--- src/rtl/byte_serial_adder.sv ---
`default_nettype none
// ============================================================================
// Module      : byte_serial_adder
// Description : Performs one NUM_BYTES*8-bit addition as NUM_BYTES passes
//               through an external 8-bit adder, least-significant byte
//               first, carrying between passes.
// Revision    : 1.0 - initial release
// ============================================================================
module byte_serial_adder #(
    parameter int NUM_BYTES = 4
) (
    input  logic                   clk,
    input  logic                   rst_n,
    input  logic                   start,
    input  logic [8*NUM_BYTES-1:0] a_in,
    input  logic [8*NUM_BYTES-1:0] b_in,
    input  logic                   cin,
    output logic                   busy,
    output logic                   done,
    output logic [8*NUM_BYTES-1:0] sum_out,
    output logic                   cout_out,
    output logic [7:0]             add_a,
    output logic [7:0]             add_b,
    output logic                   add_cin,
    input  logic [7:0]             add_sum,
    input  logic                   add_cout
);

    // idx carries one spare bit so it never wraps within an operation
    localparam int c_IDXW = $clog2(NUM_BYTES) + 1;

    localparam logic [1:0] c_S_IDLE = 2'd0;
    localparam logic [1:0] c_S_RUN  = 2'd1;
    localparam logic [1:0] c_S_DONE = 2'd2;

    logic [1:0]             r_state;
    logic [1:0]             w_state_nxt;
    logic [c_IDXW-1:0]      r_idx;
    logic                   r_carry;
    logic [8*NUM_BYTES-1:0] r_a;
    logic [8*NUM_BYTES-1:0] r_b;
    logic [8*NUM_BYTES-1:0] r_sum;
    logic                   r_cout;
    logic                   w_accept;
    logic                   w_last;
    logic [7:0]             w_add_a;
    logic [7:0]             w_add_b;

    // start is only honoured when the sequencer is idle or just finishing
    assign w_accept = start && ((r_state == c_S_IDLE) || (r_state == c_S_DONE));
    assign w_last   = (r_idx == c_IDXW'(NUM_BYTES - 1));

    // Next-state decode
    always_comb begin
        w_state_nxt = r_state;
        case (r_state)
            c_S_IDLE: if (start) w_state_nxt = c_S_RUN;
            c_S_RUN:  if (w_last) w_state_nxt = c_S_DONE;
            c_S_DONE: w_state_nxt = start ? c_S_RUN : c_S_IDLE;
            default:  w_state_nxt = c_S_IDLE;
        endcase
    end

    // State register
    always_ff @(posedge clk or negedge rst_n) begin
        if (!rst_n) begin
            r_state <= c_S_IDLE;
        end else begin
            r_state <= w_state_nxt;
        end
    end

    // Operand capture, per-byte result capture and carry propagation
    always_ff @(posedge clk or negedge rst_n) begin
        if (!rst_n) begin
            r_idx   <= '0;
            r_carry <= 1'b0;
            r_a     <= '0;
            r_b     <= '0;
            r_sum   <= '0;
            r_cout  <= 1'b0;
        end else if (w_accept) begin
            r_a     <= a_in;
            r_b     <= b_in;
            r_carry <= cin;
            r_idx   <= '0;
        end else if (r_state == c_S_RUN) begin
            for (int i = 0; i < NUM_BYTES; i++) begin
                if (r_idx == c_IDXW'(i)) r_sum[i*8 +: 8] <= add_sum;
            end
            r_carry <= add_cout;
            r_idx   <= r_idx + c_IDXW'(1);
            if (w_last) r_cout <= add_cout;
        end
    end

    // Adder operands come from registered state only; zero outside RUN
    always_comb begin
        w_add_a = 8'h00;
        w_add_b = 8'h00;
        if (r_state == c_S_RUN) begin
            for (int i = 0; i < NUM_BYTES; i++) begin
                if (r_idx == c_IDXW'(i)) begin
                    w_add_a = r_a[i*8 +: 8];
                    w_add_b = r_b[i*8 +: 8];
                end
            end
        end
    end

    assign add_a    = w_add_a;
    assign add_b    = w_add_b;
    assign add_cin  = (r_state == c_S_RUN) ? r_carry : 1'b0;
    assign busy     = (r_state == c_S_RUN);
    assign done     = (r_state == c_S_DONE);
    assign sum_out  = r_sum;
    assign cout_out = r_cout;

endmodule
`default_nettype wire

--- config.mk ---
export PLATFORM = sky130hd
export DESIGN_NAME = byte_serial_adder
export DESIGN_NICKNAME = d
export VERILOG_FILES = /design/src/rtl/byte_serial_adder.sv
export SDC_FILE = /design/constraint.sdc
export NUM_CORES = 1
export LEC_CHECK = 0
export ABC_AREA = 0
export CORE_UTILIZATION = 51
export DETAILED_ROUTE_END_ITERATION = 6
export HOLD_SLACK_MARGIN = 0.12
export PLACE_DENSITY_LB_ADDON = 0.1
export SYNTH_ARGS = -nofsm -noshare
export SYNTH_HDL_FRONTEND = slang
export SYNTH_SLANG_ARGS = --single-unit
--- constraint.sdc ---
create_clock -name clk -period 3.4 [get_ports clk]
set_input_delay 1.02 -clock clk [delete_from_list [all_inputs] [get_ports clk]]
set_output_delay 1.02 -clock clk [all_outputs]
set_load 0.005 [all_outputs]
==> summary.md, run 1 <==
| Metric | Value |
|---|---|
| Syn Inst Count | `437` |
| Post-route ant nets | `0` |
| Combinational share of power | `46.5%` |
| CTS buffer count | `9` |
| Startpoint Class | `register` |
| Top_reg_cell synth | `dfrtp_1` |
| Synth top cells by count | `160 x nand2_1, 103 x dfrtp_1, 24 x mux2_1` |
| Fin. max-slew vios | `0` |
| Drt first pass iters | `4` |
| Max_slew headroom | `55.8%` |
| Post-synth top area share | `57.9%` |
| Vias per cell | `5.24` |
| Routed via count | `3542` |
| Setup_tns | `0 ns` |
| Fmax | `300 MHz` |
| Simple-gate area share of the yosys netlist | `16.9%` |
| Hpwl dp | `7610 µm` |
| Sw Share | `34.8%` |
| Initial Util | `53.3%` |
| Syn_nets | `519` |
| Final total power | `5.51 mW` |
| Main combinational cell family by area after synthesis | `simple AND/OR/NAND/NOR gates` |
| Crit-path most repeated cell | `ha_1` |
| Ys async rst share | `100%` |
| Flop pwr share | `38.6%` |
| DRT Wirelength | `10600 µm` |
| VDD IR max | `404 µV` |
| Fin crit share | `98.2%` |
| Max clock buf depth | `2` |
| Initial antenna violation count | `0` |
| Post-layout min period | `3.34 ns` |
| Setup slack after layout | `0.0616 ns` |
| WHS | `0.487 ns` |
| RSZ-0062 raised after global routing | `false` |
| Mean Syn Cell Area | `10.2 µm²` |
| Root Driver | `clkbuf_8` |
| Final count of negative-setup-slack endpoints | `0` |
| Final Non-Filler Cells | `676` |
| CP cell instances | `ha_1 -> ha_1 -> or3_4 -> buf_4 -> o32ai_2 -> clkdlybuf4s15_1` |
| P&R area growth vs syn | `37.7%` |
| CTS Sinks | `103` |
| Final net count | `648` |
| DP Area | `5890 µm²` |
| GPL Wtd Cong | `0.848` |
| Die Span X | `95.4 µm` |
| Wirelength per Cell | `15.7 µm` |
| Initial detailed-routing violation count | `172` |
| Total gr overflow | `0` |
| Status | `finished, final reports clean` |
| CTS tree | `done` |
| CP Class | `register to output port` |
| GRT Resource Usage Total | `25.4%` |
| ANT cells | `0` |
| Core box area | `8340 µm²` |
| # H-tree levels | `3` |
| Int Pwr | `3.59 mW` |
| Worst-margin pin slew | `0.662 ns` |
| Post-synthesis mux area share | `8.35%` |
| P per Cell Area | `899 nW/µm²` |
| CP max-delay cell | `or3_4` |
| Largest net degree at the start of global routing | `56` |
| Vias in the first global route | `3591` |
| Xor and xnor area share after synthesis | `0%` |
| EDFF count, synth | `0` |
| Seq/Total Area, Yosys | `57.9%` |
| Max Fanout on Critical Path | `5` |
| Pleak | `2.86 nW` |
| Setup WS pre-CTS | `0.0161 ns` |
| Final Core Density | `73.5%` |
| Number of max-cap violations | `0` |
| Synth Area in Adders | `1.41%` |
| Leading area contributor after synthesis | `dfrtp_1` |
| Post-Layout Inst Area | `6130 µm²` |
| Crit. End Element | `output port` |
| Reg2Reg Setup Slack | `1.38 ns` |
| Compound-gate portion of the synthesized area | `10.5%` |
| I/O pins | `129` |
| Die footprint | `9100 µm²` |
| DIE HEIGHT | `95.4 µm` |
| First-pass GRT wire length | `17400 µm` |
| Clock power frac | `14.9%` |
| Post-synthesis register bit count | `103` |
| Mapped Area | `4450 µm²` |
| Synth cell types | `27` |
| Final Hold Vio Count | `0` |
| Clock transition at the registers of the reported paths | `0.10 ns` |
| Critical path data arrival time | `2.32 ns` |
| NetSw | `1.92 mW` |
| YS warnings | `0` |
| Placed insts | `658` |
| Filler cells | `625` |
| # rows | `33` |
| Hold Path Class | `register to register` |
| Port bufs | `128` |
| Count leader, synth | `nand2_1` |
| Detailed-route DRC error count | `0` |
| Worst path buffer plus inverter count | `2` |
| Top delay family on crit path | `adder cells` |
| CP peak stage delay | `0.41 ns` |
| Top cells by area, synth | `dfrtp_1 58%, nand2_1 13%, mux2_1 6.1%` |
| Worst skew pair latency | `0.36 ns` |
| Clock Skew | `0.0147 ns` |
| Worst EP required | `2.38 ns` |
| Layout cells sized above 1 | `11.4%` |
[power groups by stage]
stage                     clock network, mW  logic, mW  registers (mW)
after CTS                             0.839       2.56            2.12
final                                 0.822       2.56            2.13
after global placement                    0       2.51            2.12
after global routing                  0.888       2.82            2.19
after detailed placement                  0       2.58            2.15
after floorplan                           0       1.38            2.10
[layer usage]
layer  up-vias  share of wire [%]  track usage, %  wire length (µm)
li1       1690                  -               -                 -
met1      1750                 44            33.2              4680
met2        94                 49            41.4              5200
met3         8                6.0            6.38               641
met4         0               0.77            8.21                82
met5         -                  0               0                 0
[cells in the final DEF (no fill, tap or decap), types with 2 or more instances in the layout]
cell type,n
inv_1,20
mux2_2,9
nand2b_1,2
dlygate4sd2_1,8
clkbuf_1,3
buf_12,2
clkdlybuf4s15_1,5
o32ai_1,3
nor2b_1,2
bufinv_16,2
clkdlybuf4s50_1,111
dfrtp_1,103
nor2_1,18
clkbuf_8,9
a221oi_1,16
clkbuf_2,3
o21ai_0,18
buf_4,18
and3_1,2
ha_1,5
o32ai_2,13
nand2_1,160
mux2_1,24
[worst reg2reg max path, delay by kind of cell, from the launching register on]
kind	cells	cell delay [ns]
adder cells (fa/ha/maj)	2	0.44
buffers and inverters	2	0.42
flip-flops	1	0.40
multiplexers	1	0.33
AND/OR/NAND/NOR	1	0.30
[cell type report]
| cell class | instances | area [µm²] | area share (%) |
|---|---|---|---|
| clock inverters | 4 | 77.6 | 1.27 |
| clock buffers | 12 | 135 | 2.21 |
| repair buffers | 148 | 1430 | 23.4 |
| multi-input cells | 283 | 1690 | 27.6 |
| flip-flops and latches | 103 | 2580 | 42.1 |
| inverters | 21 | 78.8 | 1.29 |
| well taps | 105 | 131 | 2.14 |
[logic make-up after synthesis]
kind of cell / after synthesis
buffers and inverters: 51
flip-flops: 103
AND/OR/NAND/NOR: 192
AO/OA/AOI/OAI: 53
multiplexers: 33
adder cells (fa/ha/maj): 5
[sequential cells by signal (all words and copies together), names as in the netlist]
name / flops
r_state: 2
r_idx: 3
r_a: 32
r_carry: 1
r_b: 32
sum_out: 32
cout_out: 1
[path summary, 6_finish.rpt]
kind,startpoint,to,cells past startpoint
hold reg to reg,r_b[2],r_b[2],2
setup / recovery,r_idx[0],add_a[3],6
max in group asynchronous,rst_n,r_a[20],2
setup reg to reg,r_idx[0],sum_out[28],6
hold / removal,r_b[2],r_b[2],2
min in group asynchronous,rst_n,sum_out[31],1
[timing repair]
item | CTS | global route
endpoints found under the setup margin | 16 | 7
resized for setup | 19 | 13
hold buffers | 0 | 0
buffers inserted | 2 | 0
Power figures use the tool's default switching activity.
==> run 2: changes to the inputs <==
CORE_MARGIN = 2   (was unset)
==> run 2 against run 1 <==
Critical path depth stayed put; largest power group unchanged; hold slack worse by 0.0061 ns; clock-buffer cell count is 3 lower; first-iteration DRC count is 41% lower; flip-flop and latch count stayed put; via count is 0.40% lower; critical endpoint is now add_a[7].
==> summary.md, run 2 (synthesis results as in run 1) <==
| Metric | Value |
|---|---|
| Setup_tns | `0 ns (unchanged)` |
| Die footprint | `9490 µm² (+4.2%)` |
| Int Pwr | `3.50 mW (-2.6%)` |
| Register-to-Register Path Depth | `7 (+1)` |
| Commonest non-fill, non-tap cells in the layout | `160 x nand2_1, 111 x clkdlybuf4s50_1, 103 x dfrtp_1` |
| Hold Crit Depth | `2 (unchanged)` |
| Post-CTS Hold Buffers | `0 (unchanged)` |
| Setup slack after layout | `0.0922 ns (+0.0305 ns)` |
| Hpwl dp | `7610 µm (about the same)` |
| Clock Skew | `0.0161 ns (+0.00143 ns)` |
| Total gr overflow | `0 (unchanged)` |
| ANT cells | `0 (unchanged)` |
| Vias per cell | `5.21 (-0.54%)` |
| WHS | `0.481 ns (-0.00613 ns)` |
| Fmax | `302 MHz (+0.92%)` |
| Sw Share | `35.4% (+0.64 points)` |
| Layout cells sized above 1 | `11.1% (-0.31 points)` |
| Routed via count | `3528 (-0.40%)` |
| Post-route ant nets | `0 (unchanged)` |
| Most common cell after layout, fill and taps aside | `nand2_1` |
| Clock transition at the registers of the reported paths | `0.09 ns (about the same)` |
| Core box area | `8590 µm² (+3.0%)` |
| Number of max-cap violations | `0 (unchanged)` |
| Final Hold Vio Count | `0 (unchanged)` |
| CTS buffer count | `9 (unchanged)` |
| Wirelength per Cell | `15.5 µm (-1.0%)` |
| Reg2Reg Setup Slack | `1.19 ns (-0.19 ns)` |
| Clock power frac | `14.3% (-0.6 points)` |
| Min-Delay Startpoint | `r_b[2]` |
| Startpoint Class | `register` |
| # rows | `34 (+3.0%)` |
| # H-tree levels | `3 (unchanged)` |
| Die Span X | `97.4 µm (+2.1%)` |
| Final net count | `647 (-0.15%)` |
| GRT Resource Usage Total | `23.1% (-2.3 points)` |
| P per Cell Area | `888 nW/µm² (-1.2%)` |
| RSZ-0062 raised after global routing | `false` |
| NetSw | `1.92 mW (+0.19%)` |
| Combinational share of power | `46.5% (about the same)` |
| Root Driver | `clkbuf_8` |
| Crit. End Element | `output port` |
| Fin crit share | `97.3% (-0.90 points)` |
| Post-layout min period | `3.31 ns (-0.0305 ns)` |
| VDD IR max | `431 µV (+6.7%)` |
| Max clock buf depth | `2 (unchanged)` |
| Detailed-route DRC error count | `0 (unchanged)` |
| Worst-margin pin slew | `0.574 ns (-0.0880 ns)` |
| DIE HEIGHT | `97.4 µm (+2.1%)` |
| Largest net degree at the start of global routing | `44 (-21%)` |
| Setup WS pre-CTS | `0.0676 ns (+0.0516 ns)` |
| Initial detailed-routing violation count | `102 (-41%)` |
| Final total power | `5.42 mW (-1.6%)` |
| Drt first pass iters | `4 (unchanged)` |
| Worst skew pair latency | `0.37 ns (about the same)` |
| Initial antenna violation count | `0 (unchanged)` |
| Final count of negative-setup-slack endpoints | `0 (unchanged)` |
| Hold EP | `r_b[2]` |
| Max Fanout on Critical Path | `5 (unchanged)` |
| Reg-to-reg endpoint | `sum_out[20]` |
| Placed insts | `660 (+0.30%)` |
| GPL Wtd Cong | `0.798 (-5.9%)` |
| Pleak | `2.87 nW (+0.32%)` |
| Port bufs | `128 (unchanged)` |
| Max_slew headroom | `61.7% (+6.0 points)` |
| CP Class | `register to output port` |
| Initial Util | `51.8% (-1.6 points)` |
| CTS Sinks | `103 (unchanged)` |
| CTS tree | `done` |
| Vias in the first global route | `3585 (-0.17%)` |
| Final Non-Filler Cells | `677 (+0.15%)` |
| DRT Wirelength | `10500 µm (-0.90%)` |
| I/O pins | `129 (unchanged)` |
| First-pass GRT wire length | `17700 µm (+1.6%)` |
| Worst r2r src | `r_idx[0]` |
| Flop pwr share | `39.2% (+0.6 points)` |
| Critical path data arrival time | `2.29 ns (-0.03 ns)` |
| Fin. max-slew vios | `0 (unchanged)` |
| Status | `finished, final reports clean` |
| Hold Path Class | `register to register` |
| P&R area growth vs syn | `37.1%` |
| Worst EP required | `2.38 ns (about the same)` |
==> run 2: critical path: stages (launching register included) <==
cell and delay, ns:
dfrtp_1 0.39, ha_1 0.20, ha_1 0.22, or3_4 0.39, buf_4 0.17, o32ai_1 0.29
dlygate4sd2_1 0.27
==> run 2: stage by stage <==
| stage | cell area (µm²) | utilization (%) |
|---|---|---|
| 2_1_floorplan | 4450 | - |
| 3_3_place_gp | 5890 | 68.5 |
| 3_5_place_dp | 5890 | 68.5 |
| 4_1_cts | 6100 | 71.0 |
| 5_1_grt | 6100 | 71.0 |
| 6_report | 6100 | 71.0 |
==> run 2: worst max-delay path by stage <==
stage                         from        to  slack, ns
final                     r_idx[0]  add_a[7]       0.09
after global routing      r_idx[0]  add_b[5]      0.003
after CTS                 r_idx[0]  add_a[7]       0.07
after detailed placement  r_idx[0]  add_b[7]       0.07
after global placement    r_idx[0]  add_b[5]       0.15
after floorplan           r_idx[0]  add_a[0]       0.69
==> run 2: power groups by stage <==
stage / logic, mW / registers (mW) / clock network, mW
after floorplan: 1.38 / 2.10 / 0
after global placement: 2.52 / 2.12 / 0
after detailed placement: 2.57 / 2.15 / 0
after CTS: 2.55 / 2.12 / 0.793
after global routing: 2.77 / 2.19 / 0.844
final: 2.52 / 2.12 / 0.772
==> run 2: timing repair <==
action | in CTS | in global routing
setup buffers | 2 | 0
resized for setup | 19 | 3
setup endpoints to repair | 16 | 2
endpoints found under the hold margin | 0 | 0
==> run 2: layout make-up <==
class	instances	area (µm²)
well taps	108	135
clock inverters	6	75.1
clock buffers	9	124
fillers	670	2490
repair buffers	147	1430
inverters	21	78.8
multi-input cells	283	1690
flip-flops and latches	103	2580
==> run 2: per-layer routing <==
layer / track usage, % / part of all wire, %
met1: 32.0 / 46
met5: 0 / 0
met2: 37.1 / 48
met4: 6.94 / 1.4
met3: 4.89 / 5.5
==> run 3: changes to the inputs <==
PLACE_DENSITY = 0.85   (was unset)
PLACE_DENSITY_LB_ADDON = unset   (was 0.1)
==> run 3 against run 2 <==
Setup slack worse by 0.028 ns; wire length up 4.9%; global-route usage up 0.57 points; first-iteration DRC count up 110%; critical path depth unchanged; flip-flop and latch count unchanged; highest routed layer unchanged.
==> summary.md, run 3 (synthesis results as in run 1) <==
| Metric | Value |
|---|---|
| Status | `finished, final reports clean` |
| Layer with the highest usage | `met2` |
| Post-Layout Inst Area | `6100 µm² (about the same)` |
| Wirelength per Cell | `16.4 µm (+5.8%)` |
| Hold Path Class | `register to register` |
| P per Cell Area | `895 nW/µm² (+0.80%)` |
| CP Class | `register to output port` |
| Routing usage on met1 | `31.5% (-0.56 points)` |
| GPL Wtd Cong | `0.820 (+2.7%)` |
| Clock transition at the registers of the reported paths | `0.10 ns (about the same)` |
| Clock Skew | `0.00896 ns (-0.00715 ns)` |
| Detailed-route DRC error count | `0 (unchanged)` |
| Fin. max-slew vios | `0 (unchanged)` |
| I/O pins | `129 (unchanged)` |
| # rows | `34 (unchanged)` |
| Post-CTS Hold Buffers | `0 (unchanged)` |
| Largest net degree at the start of global routing | `56 (+27%)` |
| Setup slack after layout | `0.0641 ns (-0.0281 ns)` |
| Die footprint | `9490 µm² (unchanged)` |
| Drt first pass iters | `5 (+1)` |
| M2 GR Usage | `38.5% (+1.4 points)` |
| ANT cells | `0 (unchanged)` |
| Met3 Usage GRT | `4.46% (-0.43 points)` |
| Vias per cell | `5.35 (+2.6%)` |
| Number of max-cap violations | `0 (unchanged)` |
| P&R area growth vs syn | `37.0% (about the same)` |
| CTS buffer count | `9 (unchanged)` |
| Max_slew headroom | `34.9% (-27 points)` |
| Layout cells sized above 1 | `10.7% (-0.41 points)` |
| Setup WS pre-CTS | `0.0886 ns (+0.0209 ns)` |
| Pleak | `2.91 nW (+1.3%)` |
| Post-layout min period | `3.34 ns (+0.0281 ns)` |
| Final net count | `640 (-1.1%)` |
| Initial Util | `51.8% (unchanged)` |
| Startpoint Class | `register` |
| Register-to-Register Path Depth | `7 (unchanged)` |
| Hpwl dp | `7790 µm (+2.4%)` |
| Vias in the first global route | `3564 (-0.59%)` |
| Post-route ant nets | `0 (unchanged)` |
| Final Hold Vio Count | `0 (unchanged)` |
| Initial detailed-routing violation count | `211 (+110%)` |
| CTS Sinks | `103 (unchanged)` |
| Worst-margin pin slew | `0.977 ns (+0.403 ns)` |
| Port bufs | `128 (unchanged)` |
| Total gr overflow | `0 (unchanged)` |
| Final count of negative-setup-slack endpoints | `0 (unchanged)` |
| VDD IR max | `348 µV (-19%)` |
| DRT Wirelength | `11000 µm (+4.9%)` |
| Most common cell after layout, fill and taps aside | `nand2_1` |
| Worst EP required | `2.38 ns (about the same)` |
| DP Area | `5860 µm² (-0.55%)` |
| RSZ-0062 raised after global routing | `true` |
| Max Fanout on Critical Path | `16 (+11)` |
| Fin crit share | `98.1% (+0.83 points)` |
| Initial antenna violation count | `0 (unchanged)` |
| Root Driver | `clkbuf_8` |
| First-pass GRT wire length | `17800 µm (+0.78%)` |
| Final Core Density | `71.0% (about the same)` |
| Fmax | `300 MHz (-0.84%)` |
| Final total power | `5.45 mW (+0.72%)` |
| Max clock buf depth | `2 (unchanged)` |
| Die Span X | `97.4 µm (unchanged)` |
| Commonest non-fill, non-tap cells in the layout | `160 x nand2_1, 111 x clkdlybuf4s50_1, 103 x dfrtp_1` |
| GRT Resource Usage Total | `23.7% (+0.57 points)` |
| Core box area | `8590 µm² (unchanged)` |
| Worst skew pair latency | `0.38 ns (about the same)` |
| DIE HEIGHT | `97.4 µm (unchanged)` |
| Critical path data arrival time | `2.32 ns (+0.03 ns)` |
| Hold Crit Depth | `2 (unchanged)` |
| Crit. End Element | `output port` |
| CTS tree | `done` |
| # H-tree levels | `3 (unchanged)` |
| Routed via count | `3589 (+1.7%)` |
-- run 3: cell type report --
type,instances,area (µm²)
sequential,103,2580
clock inverter,7,65.1
timing repair buffer,140,1420
multi-input combinational,283,1700
tap,108,135
clock buffer,9,124
inverter,21,78.8
fill,639,2500
-- run 3: metal layers --
metal  up-vias  share of wire [%]
li1       1683                  -
met1      1766                 42
met2       117                 51
met3        23                4.8
met4         0                2.6
met5         -                  0
-- run 3: repair_timing --
item	CTS	global route
resized for setup	12	19
endpoints found under the hold margin	0	0
setup buffers	1	0
setup endpoints to repair	16	15
-- run 3: path summary, 6_finish.rpt --
check                           startpoint     endpoint  slack, ns
min in group asynchronous            rst_n  sum_out[21]       0.65
worst max register to register    r_idx[0]  sum_out[19]       1.32
worst max-delay path              r_idx[1]     add_a[6]       0.06
worst min register to register      r_b[2]       r_b[2]       0.49
worst min-delay path                r_b[2]       r_b[2]       0.49
max in group asynchronous            rst_n       r_b[3]       2.02
-- run 3: through the flow --
step                      instances  setup TNS (ns)  hold slack [ns]
after floorplan                 437               0            0.446
after global placement          654               0            0.458
after detailed placement        654               0            0.463
after CTS                       671           -1.19            0.488
after global routing            671         -0.0432            0.504
final                           671               0            0.488
-- run 3: critical path, cell delays in order (launching register included) --
cell and delay [ns]:
dfrtp_1 0.42, ha_1 0.20, ha_1 0.22, or3_4 0.39
buf_12 0.17, o32ai_2 0.27, dlygate4sd2_1 0.27
-- run 3: power breakdown --
part	total [mW]	internal, mW	switching [mW]
Clock	0.747	0.284	0.462
Combinational	2.58	1.34	1.23
Sequential	2.13	1.82	0.309
